[src/rtl/video_pkg.sv]
// rtl/video_pkg.sv - shared video stream types, FSM states and frame constants
package video_pkg;

   // Default frame geometry for the scan-out path
   localparam int FRAME_W = 160;
   localparam int FRAME_H = 120;

   // Sideband tags travel with each pixel as {eof, eol, sof}
   localparam int TAG_W   = 3;
   localparam int TAG_SOF = 0;
   localparam int TAG_EOL = 1;
   localparam int TAG_EOF = 2;

   typedef struct packed {
      logic [7:0] r;
      logic [7:0] g;
      logic [7:0] b;
   } rgb_t;

   typedef enum logic [1:0] {
      IDLE  = 2'd0,
      RUN   = 2'd1,
      DRAIN = 2'd2
   } fr_state_t;

   // Builds the tag field in the bit order used by the output buffer
   function automatic logic [TAG_W-1:0] pack_tags(input logic sof, input logic eol, input logic eof);
      logic [TAG_W-1:0] t;
      t          = '0;
      t[TAG_SOF] = sof;
      t[TAG_EOL] = eol;
      t[TAG_EOF] = eof;
      return t;
   endfunction

endpackage

[src/rtl/stream_fifo2.sv]
// rtl/stream_fifo2.sv - two-entry valid/ready skid buffer with occupancy and flush
module stream_fifo2 #(
   parameter int DATA_W = 27
) (
   input  logic              clk,
   input  logic              rst_n,
   input  logic              i_flush,
   input  logic              i_s_tvalid,
   input  logic [DATA_W-1:0] i_s_tdata,
   output logic              o_m_tvalid,
   output logic [DATA_W-1:0] o_m_tdata,
   input  logic              i_m_tready,
   output logic [1:0]        o_occ
);

   logic [DATA_W-1:0] r_mem [2];
   logic              r_wptr;
   logic              r_rptr;
   logic [1:0]        r_occ;
   logic              w_push;
   logic              w_pop;

   // The producer only pushes when it has reserved a slot, so push is unconditional
   assign w_push     = i_s_tvalid;
   assign w_pop      = (r_occ != 2'd0) && i_m_tready;
   assign o_m_tvalid = (r_occ != 2'd0);
   assign o_m_tdata  = r_mem[r_rptr];
   assign o_occ      = r_occ;

   // Storage, pointers and occupancy; flush clears the entries so stale beats never reappear
   always_ff @(posedge clk or negedge rst_n) begin
      if (!rst_n) begin
         r_mem[0] <= '0;
         r_mem[1] <= '0;
         r_wptr   <= 1'b0;
         r_rptr   <= 1'b0;
         r_occ    <= 2'd0;
      end else if (i_flush) begin
         r_mem[0] <= '0;
         r_mem[1] <= '0;
         r_wptr   <= 1'b0;
         r_rptr   <= 1'b0;
         r_occ    <= 2'd0;
      end else begin
         if (w_push) begin
            r_mem[r_wptr] <= i_s_tdata;
            r_wptr        <= ~r_wptr;
         end
         if (w_pop) begin
            r_rptr <= ~r_rptr;
         end
         case ({w_push, w_pop})
            2'b10:   r_occ <= r_occ + 2'd1;
            2'b01:   r_occ <= r_occ - 2'd1;
            default: r_occ <= r_occ;
         endcase
      end
   end

   // A push into a full buffer without a pop would overwrite the head beat
   assert property (@(posedge clk) disable iff (!rst_n)
      !(w_push && !w_pop && !i_flush && (r_occ == 2'd2)));

endmodule

[src/rtl/frame_reader.sv]
// rtl/frame_reader.sv - raster scan-out of a pixel RAM onto a tagged valid/ready stream
module frame_reader
   import video_pkg::*;
#(
   parameter int WIDTH  = FRAME_W,
   parameter int HEIGHT = FRAME_H,
   parameter int PIX_W  = 24,
   parameter int ADDR_W = $clog2(WIDTH*HEIGHT)
) (
   input  logic              clk,
   input  logic              rst_n,
   input  logic              start,
   input  logic              abort,
   output logic              busy,
   output logic              done,
   output logic              rd_en,
   output logic [ADDR_W-1:0] rd_addr,
   input  logic [PIX_W-1:0]  rd_data,
   output logic              m_valid,
   input  logic              m_ready,
   output logic [PIX_W-1:0]  m_pixel,
   output logic              m_sof,
   output logic              m_eol,
   output logic              m_eof
);

   localparam int N_PIX = WIDTH * HEIGHT;
   localparam int X_W   = (WIDTH  > 1) ? $clog2(WIDTH)  : 1;
   localparam int Y_W   = (HEIGHT > 1) ? $clog2(HEIGHT) : 1;
   localparam int BEAT_W = PIX_W + TAG_W;
   localparam logic [X_W-1:0]    X_LAST = X_W'(WIDTH - 1);
   localparam logic [ADDR_W-1:0] A_LAST = ADDR_W'(N_PIX - 1);

   fr_state_t          r_state;
   logic [X_W-1:0]     r_x;
   logic [Y_W-1:0]     r_y;
   logic [ADDR_W-1:0]  r_addr;
   logic               r_inflight;
   logic [TAG_W-1:0]   r_tag_d;

   logic               w_hs;
   logic               w_issue;
   logic               w_last;
   logic               w_done;
   logic [1:0]         w_occ;
   logic [2:0]         w_load;
   logic [TAG_W-1:0]   w_tags;
   logic [BEAT_W-1:0]  w_head;
   logic               w_push;

   assign w_hs   = m_valid && m_ready;

   // Slots committed next cycle: buffered beats (minus one leaving now) plus the read in flight
   assign w_load = {1'b0, w_occ} - {2'b00, w_hs} + {2'b00, r_inflight};
   assign w_issue = (r_state == RUN) && !abort && (w_load < 3'd2);
   assign w_last  = (r_addr == A_LAST);
   assign w_tags  = pack_tags((r_x == '0) && (r_y == '0), (r_x == X_LAST), w_last);

   // The eof handshake ends the frame; an abort in the same cycle suppresses the pulse
   assign w_done = (r_state == DRAIN) && w_hs && m_eof && !abort;

   // Returning read data is buffered only when it answers a real read and no abort is pending
   assign w_push = r_inflight && !abort;

   // Scan FSM with x/y/address counters; rd_addr holds the last issued address after the frame
   always_ff @(posedge clk or negedge rst_n) begin
      if (!rst_n) begin
         r_state <= IDLE;
         r_x     <= '0;
         r_y     <= '0;
         r_addr  <= '0;
      end else if (abort) begin
         r_state <= IDLE;
         r_x     <= '0;
         r_y     <= '0;
         r_addr  <= '0;
      end else begin
         case (r_state)
            IDLE: begin
               if (start) begin
                  r_state <= RUN;
                  r_x     <= '0;
                  r_y     <= '0;
                  r_addr  <= '0;
               end
            end
            RUN: begin
               if (w_issue) begin
                  if (w_last) begin
                     r_state <= DRAIN;
                  end else begin
                     r_addr <= r_addr + ADDR_W'(1);
                     if (r_x == X_LAST) begin
                        r_x <= '0;
                        r_y <= r_y + Y_W'(1);
                     end else begin
                        r_x <= r_x + X_W'(1);
                     end
                  end
               end
            end
            DRAIN: begin
               if (w_done) begin
                  r_state <= IDLE;
               end
            end
            default: r_state <= IDLE;
         endcase
      end
   end

   // Tags ride one cycle behind the read strobe so they meet rd_data at the buffer input
   always_ff @(posedge clk or negedge rst_n) begin
      if (!rst_n) begin
         r_inflight <= 1'b0;
         r_tag_d    <= '0;
      end else begin
         r_inflight <= w_issue;
         if (w_issue) begin
            r_tag_d <= w_tags;
         end
      end
   end

   stream_fifo2 #(
      .DATA_W (BEAT_W)
   ) u_buf (
      .clk        (clk),
      .rst_n      (rst_n),
      .i_flush    (abort),
      .i_s_tvalid (w_push),
      .i_s_tdata  ({r_tag_d, rd_data}),
      .o_m_tvalid (m_valid),
      .o_m_tdata  (w_head),
      .i_m_tready (m_ready),
      .o_occ      (w_occ)
   );

   assign busy    = (r_state != IDLE);
   assign done    = w_done;
   assign rd_en   = w_issue;
   assign rd_addr = r_addr;
   assign m_pixel = w_head[PIX_W-1:0];
   assign m_sof   = w_head[PIX_W + TAG_SOF];
   assign m_eol   = w_head[PIX_W + TAG_EOL];
   assign m_eof   = w_head[PIX_W + TAG_EOF];

endmodule
[config.mk]
export PLATFORM = sky130hd
export DESIGN_NAME = frame_reader
export DESIGN_NICKNAME = d
export VERILOG_FILES = /design/src/rtl/video_pkg.sv /design/src/rtl/stream_fifo2.sv /design/src/rtl/frame_reader.sv
export SDC_FILE = /design/constraint.sdc
export NUM_CORES = 1
export LEC_CHECK = 0
export BUFFER_PORTS_ARGS = -buffer_cell sky130_fd_sc_hd__clkbuf_2
export CORE_AREA = 3 3 96 98
export DETAILED_ROUTE_END_ITERATION = 6
export DIE_AREA = 0 0 99 101
export PLACE_DENSITY = 0.8
export SYNTH_ARGS = -nofsm -noshare
export SYNTH_HDL_FRONTEND = slang
export SYNTH_SLANG_ARGS = --single-unit
[constraint.sdc]
create_clock -name clk -period 6.1 [get_ports clk]
set_input_delay 0.305 -clock clk [delete_from_list [all_inputs] [get_ports clk]]
set_output_delay 0.305 -clock clk [all_outputs]
set_load 0.02 [all_outputs]
Word level (Yosys, flattened, before mapping)
Cells that the tools add are included.
{"block": "op_classes", "n_addsub": 7, "magnitude_cmp": 4, "eq_ne": 12, "muxes": 37, "n_bitwise": 4, "n_reduce_logical": 22}
{"op": "27-bit two-way mux", "n": 4}
{"op": "54-bit two-way mux", "n": 2}
{"op": "15-bit two-way mux", "n": 4}
{"op": "54-bit bitwise mux", "n": 1}
{"op": "8-bit two-way mux", "n": 5}
{"op": "7-bit two-way mux", "n": 5}
{"op": "15-bit one-hot mux with 2 select lines", "n": 1}
{"op": "27-bit demux with 1-bit select", "n": 1}
{"op": "3-bit != test (second input constant)", "n": 6}
{"op": "8-bit one-hot mux with 2 select lines", "n": 1}
{"op": "15-bit by 1-bit adder with 15-bit output (second input constant)", "n": 1}
{"op": "15-bit == test (second input constant)", "n": 1}
{"op": "7-bit one-hot mux with 2 select lines", "n": 1}
{"op": "2-bit two-way mux", "n": 6}
{"op": "1-bit logical AND", "n": 9}
{"op": "8-bit by 1-bit adder with 8-bit output (second input constant)", "n": 1}
{"op": "8-bit == test (second input constant)", "n": 1}
{"op": "8-bit logical NOT", "n": 1}
{"op": "4-bit AND reduction", "n": 2}
{"op": "2-bit nonzero test", "n": 4}
{"op": "7-bit by 1-bit adder with 7-bit output (second input constant)", "n": 1}
{"op": "7-bit logical NOT", "n": 1}
{"op": "2-bit one-hot mux with 3 select lines", "n": 1}
{"op": "3-bit nonzero test", "n": 2}
{"op": "16 further kinds", "n": 24}
{"block": "word_totals", "regBits": 94, "inputBits": 29, "elab_cells": 97}

Logic depth before layout (Yosys ltp)
{"block": "logic_depth", "depth_word": 9, "mapped_depth": 11, "mapped_depth_nobuf": 9}

Hierarchy
A second synthesis with hierarchy kept.
{"block": "hier_totals", "hier_cells": 509, "area_unflattened_um2": 4782.1}
{"mod": "stream_fifo2", "instances": 1, "cells_each": 288, "area_each_um2": 2707.6}
{"mod": "frame_reader", "instances": 1, "cells_each": 221, "area_each_um2": 2074.5}

Worst setup path before layout
Ideal clock, no wire load.
{"block": "synth_timing", "kind": "register to register", "start": "register u_buf.r_occ[1], in the netlist u_buf.o_occ[1]", "end": "register r_addr[14], in the netlist rd_addr[14]", "setup_ns": 0.087, "t_arrival_ns": 2.777, "setup_slack_ns": 3.236, "stages_incl_launch_ff": 11, "path_buffers": 2, "synth_period_minus_slack_ns": 2.864, "path_cell_list": "dfrtp_1 > buf_2 > o21a_1 > ha_1 > nand2b_1 > fa_1 > nand4bb_1 > nand2b_1 > clkbuf_1 > or4_1 > o211ai_1"}
{"block": "synth_via", "elab_chain_len": 8}
{"element": "from (decl)", "line_no": "stream_fifo2.sv:19", "text": "logic [1:0] r_occ;"}
{"element": "from (signal assigned)", "line_no": "stream_fifo2.sv:53", "text": "2'b10: r_occ <= r_occ + 2'd1;"}
{"element": "from (signal assigned)", "line_no": "stream_fifo2.sv:54", "text": "2'b01: r_occ <= r_occ - 2'd1;"}
{"element": "from (signal assigned)", "line_no": "stream_fifo2.sv:55", "text": "default: r_occ <= r_occ;"}
{"element": "2-bit nonzero test", "line_no": "stream_fifo2.sv:26", "text": "assign o_m_tvalid = (r_occ != 2'd0);"}
{"element": "1-bit logical AND", "line_no": "frame_reader.sv:51", "text": "assign w_hs = m_valid && m_ready;"}
{"element": "2-bit by 1-bit subtractor with 3-bit output *", "line_no": "frame_reader.sv:54", "text": "assign w_load = {1'b0, w_occ} - {2'b00, w_hs} + {2'b00, r_inflight};"}
{"element": "3-bit by 1-bit adder with 3-bit output *", "line_no": "frame_reader.sv:54"}
{"element": "3-bit by 2-bit less-than comparator with 1-bit output *", "line_no": "frame_reader.sv:55", "text": "assign w_issue = (r_state == RUN) && !abort && (w_load < 3'd2);"}
{"element": "1-bit logical AND *", "line_no": "frame_reader.sv:55"}
{"element": "3-bit != test (no source line) *"}
{"element": "4-bit AND reduction (no source line) *"}
{"element": "to (signal assigned)", "line_no": "frame_reader.sv:92", "text": "r_addr <= r_addr + ADDR_W'(1);"}
{"element": "to (decl)", "line_no": "frame_reader.sv:37", "text": "logic [ADDR_W-1:0] r_addr;"}
Every way passes the cells marked *; elsewhere a longest branch is shown, timed or not.
A chain may end at the register's enable or synchronous reset.

Worst setup path in the final report
{"block": "layout_timing", "start": "register u_buf.r_occ[1], in the netlist u_buf.o_occ[1]", "end": "output port rd_en"}
{"block": "layout_via", "elab_chain_len": 6}
{"element": "2-bit nonzero test", "line_no": "stream_fifo2.sv:26"}
{"element": "1-bit logical AND", "line_no": "frame_reader.sv:51"}
{"element": "2-bit by 1-bit subtractor with 3-bit output *", "line_no": "frame_reader.sv:54"}
{"element": "3-bit by 1-bit adder with 3-bit output *", "line_no": "frame_reader.sv:54"}
{"element": "3-bit by 2-bit less-than comparator with 1-bit output *", "line_no": "frame_reader.sv:55"}
{"element": "1-bit logical AND *", "line_no": "frame_reader.sv:55"}
{"element": "to (decl)", "line_no": "frame_reader.sv:16", "text": "output logic rd_en,"}
Marks and branches as above.

==> reports/metrics.yaml <==
fin_tns_setup_ps: 0
portBuffers: 74
areaGrowthSynthToFinish_pct: 12.2
setup-violations-final: 0
synthArstFlopShare: 1.00
grt_max_degree: 75
dp_hpwl_mm: 7.48
die_y_um: 101
min_period_ps: 3330
grt_setup_unrepaired: "no"
post_cts_buffers: 0
wl_per_cell_um: 16.0
cts_made_buffers: 9
drc: 0
seqCellArea_sq_um: 2350
skew_ps: 13.5
drtPass1Iterations: 4
grt_pass1_wl_mm: 18.9
drtIter0Drc: 202
clk_latency_ps: 360
track_usage: 0.230
cp.depth: 8
root_buffer: "clkbuf_8"
cts.sinks: 94
instances_no_fill: 694
dp.cells: 677
start_util: 0.570
synth_nets: 561
synth_flop_cell: "dfrtp_1"
tritoncts: "built"
rr_worst_depth: 8
ant_nets: 0
synth-edff-count: 0
final_nets: 617
hold_slack_ps: 159
clk_path_buf_depth: 2
critical_path_required_ps: 5790
end_kind: "output port"
worstPathMaxFanout: 10
critical-path-top-delay-family: "adder cells"
place_congestion: 0.855
slowest_stage: "fa_1"
cap_violations: 0
holdCritPathClass: "in -> reg"
ys_warn_count: 0
crit_type: "reg -> out"
synth_cells: 525
overflow: 0
max_stage_delay_ps: 540
ys_types: 56
synth_seq_area_share: 0.483
crit_path_cell_trace: "o21a_1 > ha_1 > nand2b_1 > fa_1 > nand4bb_1 > nand2b_1 > inv_1 > clkbuf_2"
cp.arrival_ps: 3030
hold_depth: 3
final_layout_size_suffix_gt1_frac: 0.232
multi_input_area_sq_um: 2320
dieArea_sq_um: 10000
num_antenna_cells: 0
cts_resized: 0
fmax_ghz: 0.300
netlist_area_sq_um: 4870
first_global_vias: 4079
cp.buffers_inverters: 2
rows: 34
p_leak_nw: 2.49
ir_drop_mv: 0.149
ys_seq_elements: 94
core-area_sq_um: 8550
critPathLaunchType: "register"
syn_area_per_cell_sq_um: 9.28
die_w_um: 99
via_count: 4073
htree_num_levels: 3
path_common_cell: "nand2b_1"
via_per_inst: 5.87
max_slew_margin: 0.223
n_fill_cell: 712
clkTransAtPathRegs_ps: 100
io_pins: 75
final.period_utilization: 0.546
worst_slew_pin_slew_ps: 1170
drv_slew: 0
powerDensity_nw_per_um2: 227
routed_wl_mm: 11.1
status: "finished, final reports clean"
hold_viol: 0
antenna_found_initial: 0
where the power goes:
group	total, mW	switching [mW]	leakage (nW)	internal (mW)
registers	0.663	0.0211	1.30	0.642
logic	0.175	0.111	1.10	0.0640
clock network	0.405	0.238	0.0918	0.167
layout make-up:
type / count / share of cell area
multi-input cells: 384 / 0.425
well taps: 108 / 0.0247
clock buffers: 10 / 0.0252
inverters: 12 / 0.00824
repair buffers: 80 / 0.0769
flip-flops and latches: 94 / 0.430
clock inverters: 6 / 0.00961
synthesized netlist by cell type (2+ instances only):
library cell | instances | area, sq um
nor2_1 | 11 | 41.3
and2_1 | 3 | 18.8
buf_6 | 2 | 22.5
or2_2 | 4 | 25.0
a21oi_1 | 63 | 315
nand2_1 | 130 | 488
inv_1 | 12 | 45.0
mux2i_1 | 10 | 100
nor4_1 | 3 | 18.8
o21ai_0 | 6 | 30.0
or3_1 | 12 | 75.1
nand2b_1 | 6 | 37.5
dfrtp_1 | 94 | 2350
xor2_1 | 2 | 17.5
and4_1 | 4 | 35.0
xnor2_1 | 2 | 17.5
buf_2 | 5 | 25.0
nor3b_1 | 3 | 22.5
o21ai_1 | 3 | 15.0
ha_1 | 6 | 75.1
a31oi_1 | 10 | 62.6
and3_1 | 7 | 43.8
nand4_1 | 12 | 75.1
mux2_2 | 28 | 315
o211ai_1 | 6 | 45.0
nand3b_1 | 2 | 15.0
a22o_1 | 2 | 17.5
or4_1 | 3 | 22.5
o22ai_1 | 3 | 18.8
a211oi_1 | 7 | 52.6
buf_1 | 5 | 18.8
o21a_1 | 4 | 30.0
clkbuf_1 | 23 | 86.3
a21o_1 | 4 | 30.0
nand3_1 | 7 | 35.0
cell families (layout without fill, tap and decap cells):
kind of cell | after synthesis | count (layout) | synth area share
AOI/OAI and AO/OA | 117 | 117 | 0.145
and+or+nand+nor | 218 | 218 | 0.220
adders and majority gates | 7 | 7 | 0.0195
muxes | 38 | 38 | 0.0853
buffers and inverters | 47 | 108 | 0.0406
xor gates and xnor gates | 4 | 4 | 0.00719
DFF | 94 | 94 | 0.483
final timing paths:
check / slack (ps) / startpoint / to
min in group asynchronous: 460 / rst_n / u_buf.r_mem[1]$_DFFE_PN0P_
worst max register to register: 3050 / u_buf.o_occ[1]$_DFFE_PN0P_ / r_x[3]$_DFFE_PN0P_
worst min register to register: 500 / r_y[6]$_DFFE_PN0P_ / r_y[6]$_DFFE_PN0P_
worst max-delay path: 2770 / u_buf.o_occ[1]$_DFFE_PN0P_ / rd_en
max in group asynchronous: 4580 / rst_n / r_state[0]$_DFFE_PN0P_
worst min-delay path: 160 / rd_data[23] / u_buf.r_mem[50]$_DFFE_PN0P_
tightest hold or removal path: cells and delay by family:
kind,cells,cell delay (ps)
simple gates,1,50
buf+inv,1,90
compound gates,1,50
state kept, by name, indices dropped and copies added (netlist names):
signal	cells
u_buf.r_mem	54
rd_addr	15
r_x	8
r_y	7
r_tag_d	3
r_state	2
u_buf.o_occ	2
r_inflight	1
u_buf.r_rptr	1
u_buf.r_wptr	1
metal layers:
metal  up-vias  global-route usage  share of wire
met1      2004               0.290           0.43
met5         -                   0              0
met3        12              0.0388          0.047
met2       109               0.404           0.51
li1       1948                   -              -
met4         0              0.0746          0.014
repair_timing:
action / in CTS / in global routing
hold buffers: 1 / 0
endpoints found under the setup margin: 0 / 0
hold endpoints to repair: 44 / 0
placed cells by master (no fill, tap or decap), types with 7 or more instances in the layout:
master / count
dfrtp_1: 94
nand4_1: 12
inv_1: 12
and3_1: 7
mux2i_1: 10
a21oi_1: 63
nor2_1: 11
clkbuf_8: 10
a31oi_1: 10
or3_1: 12
nand2_1: 130
nand3_1: 7
a211oi_1: 7
clkbuf_2: 73
mux2_2: 28
metrics by stage:
stage	area, sq um	setup WS, ps	power, mW	utilization
floorplan	4870	3240	0.789	-
global placement	5270	3140	0.846	0.616
finish	5470	2770	1.24	0.639
CTS	5470	2760	1.26	0.639
global route	5470	2590	1.30	0.639
detailed placement	5270	3080	0.852	0.616
No activity file was read; power rests on OpenSTA's default activity.
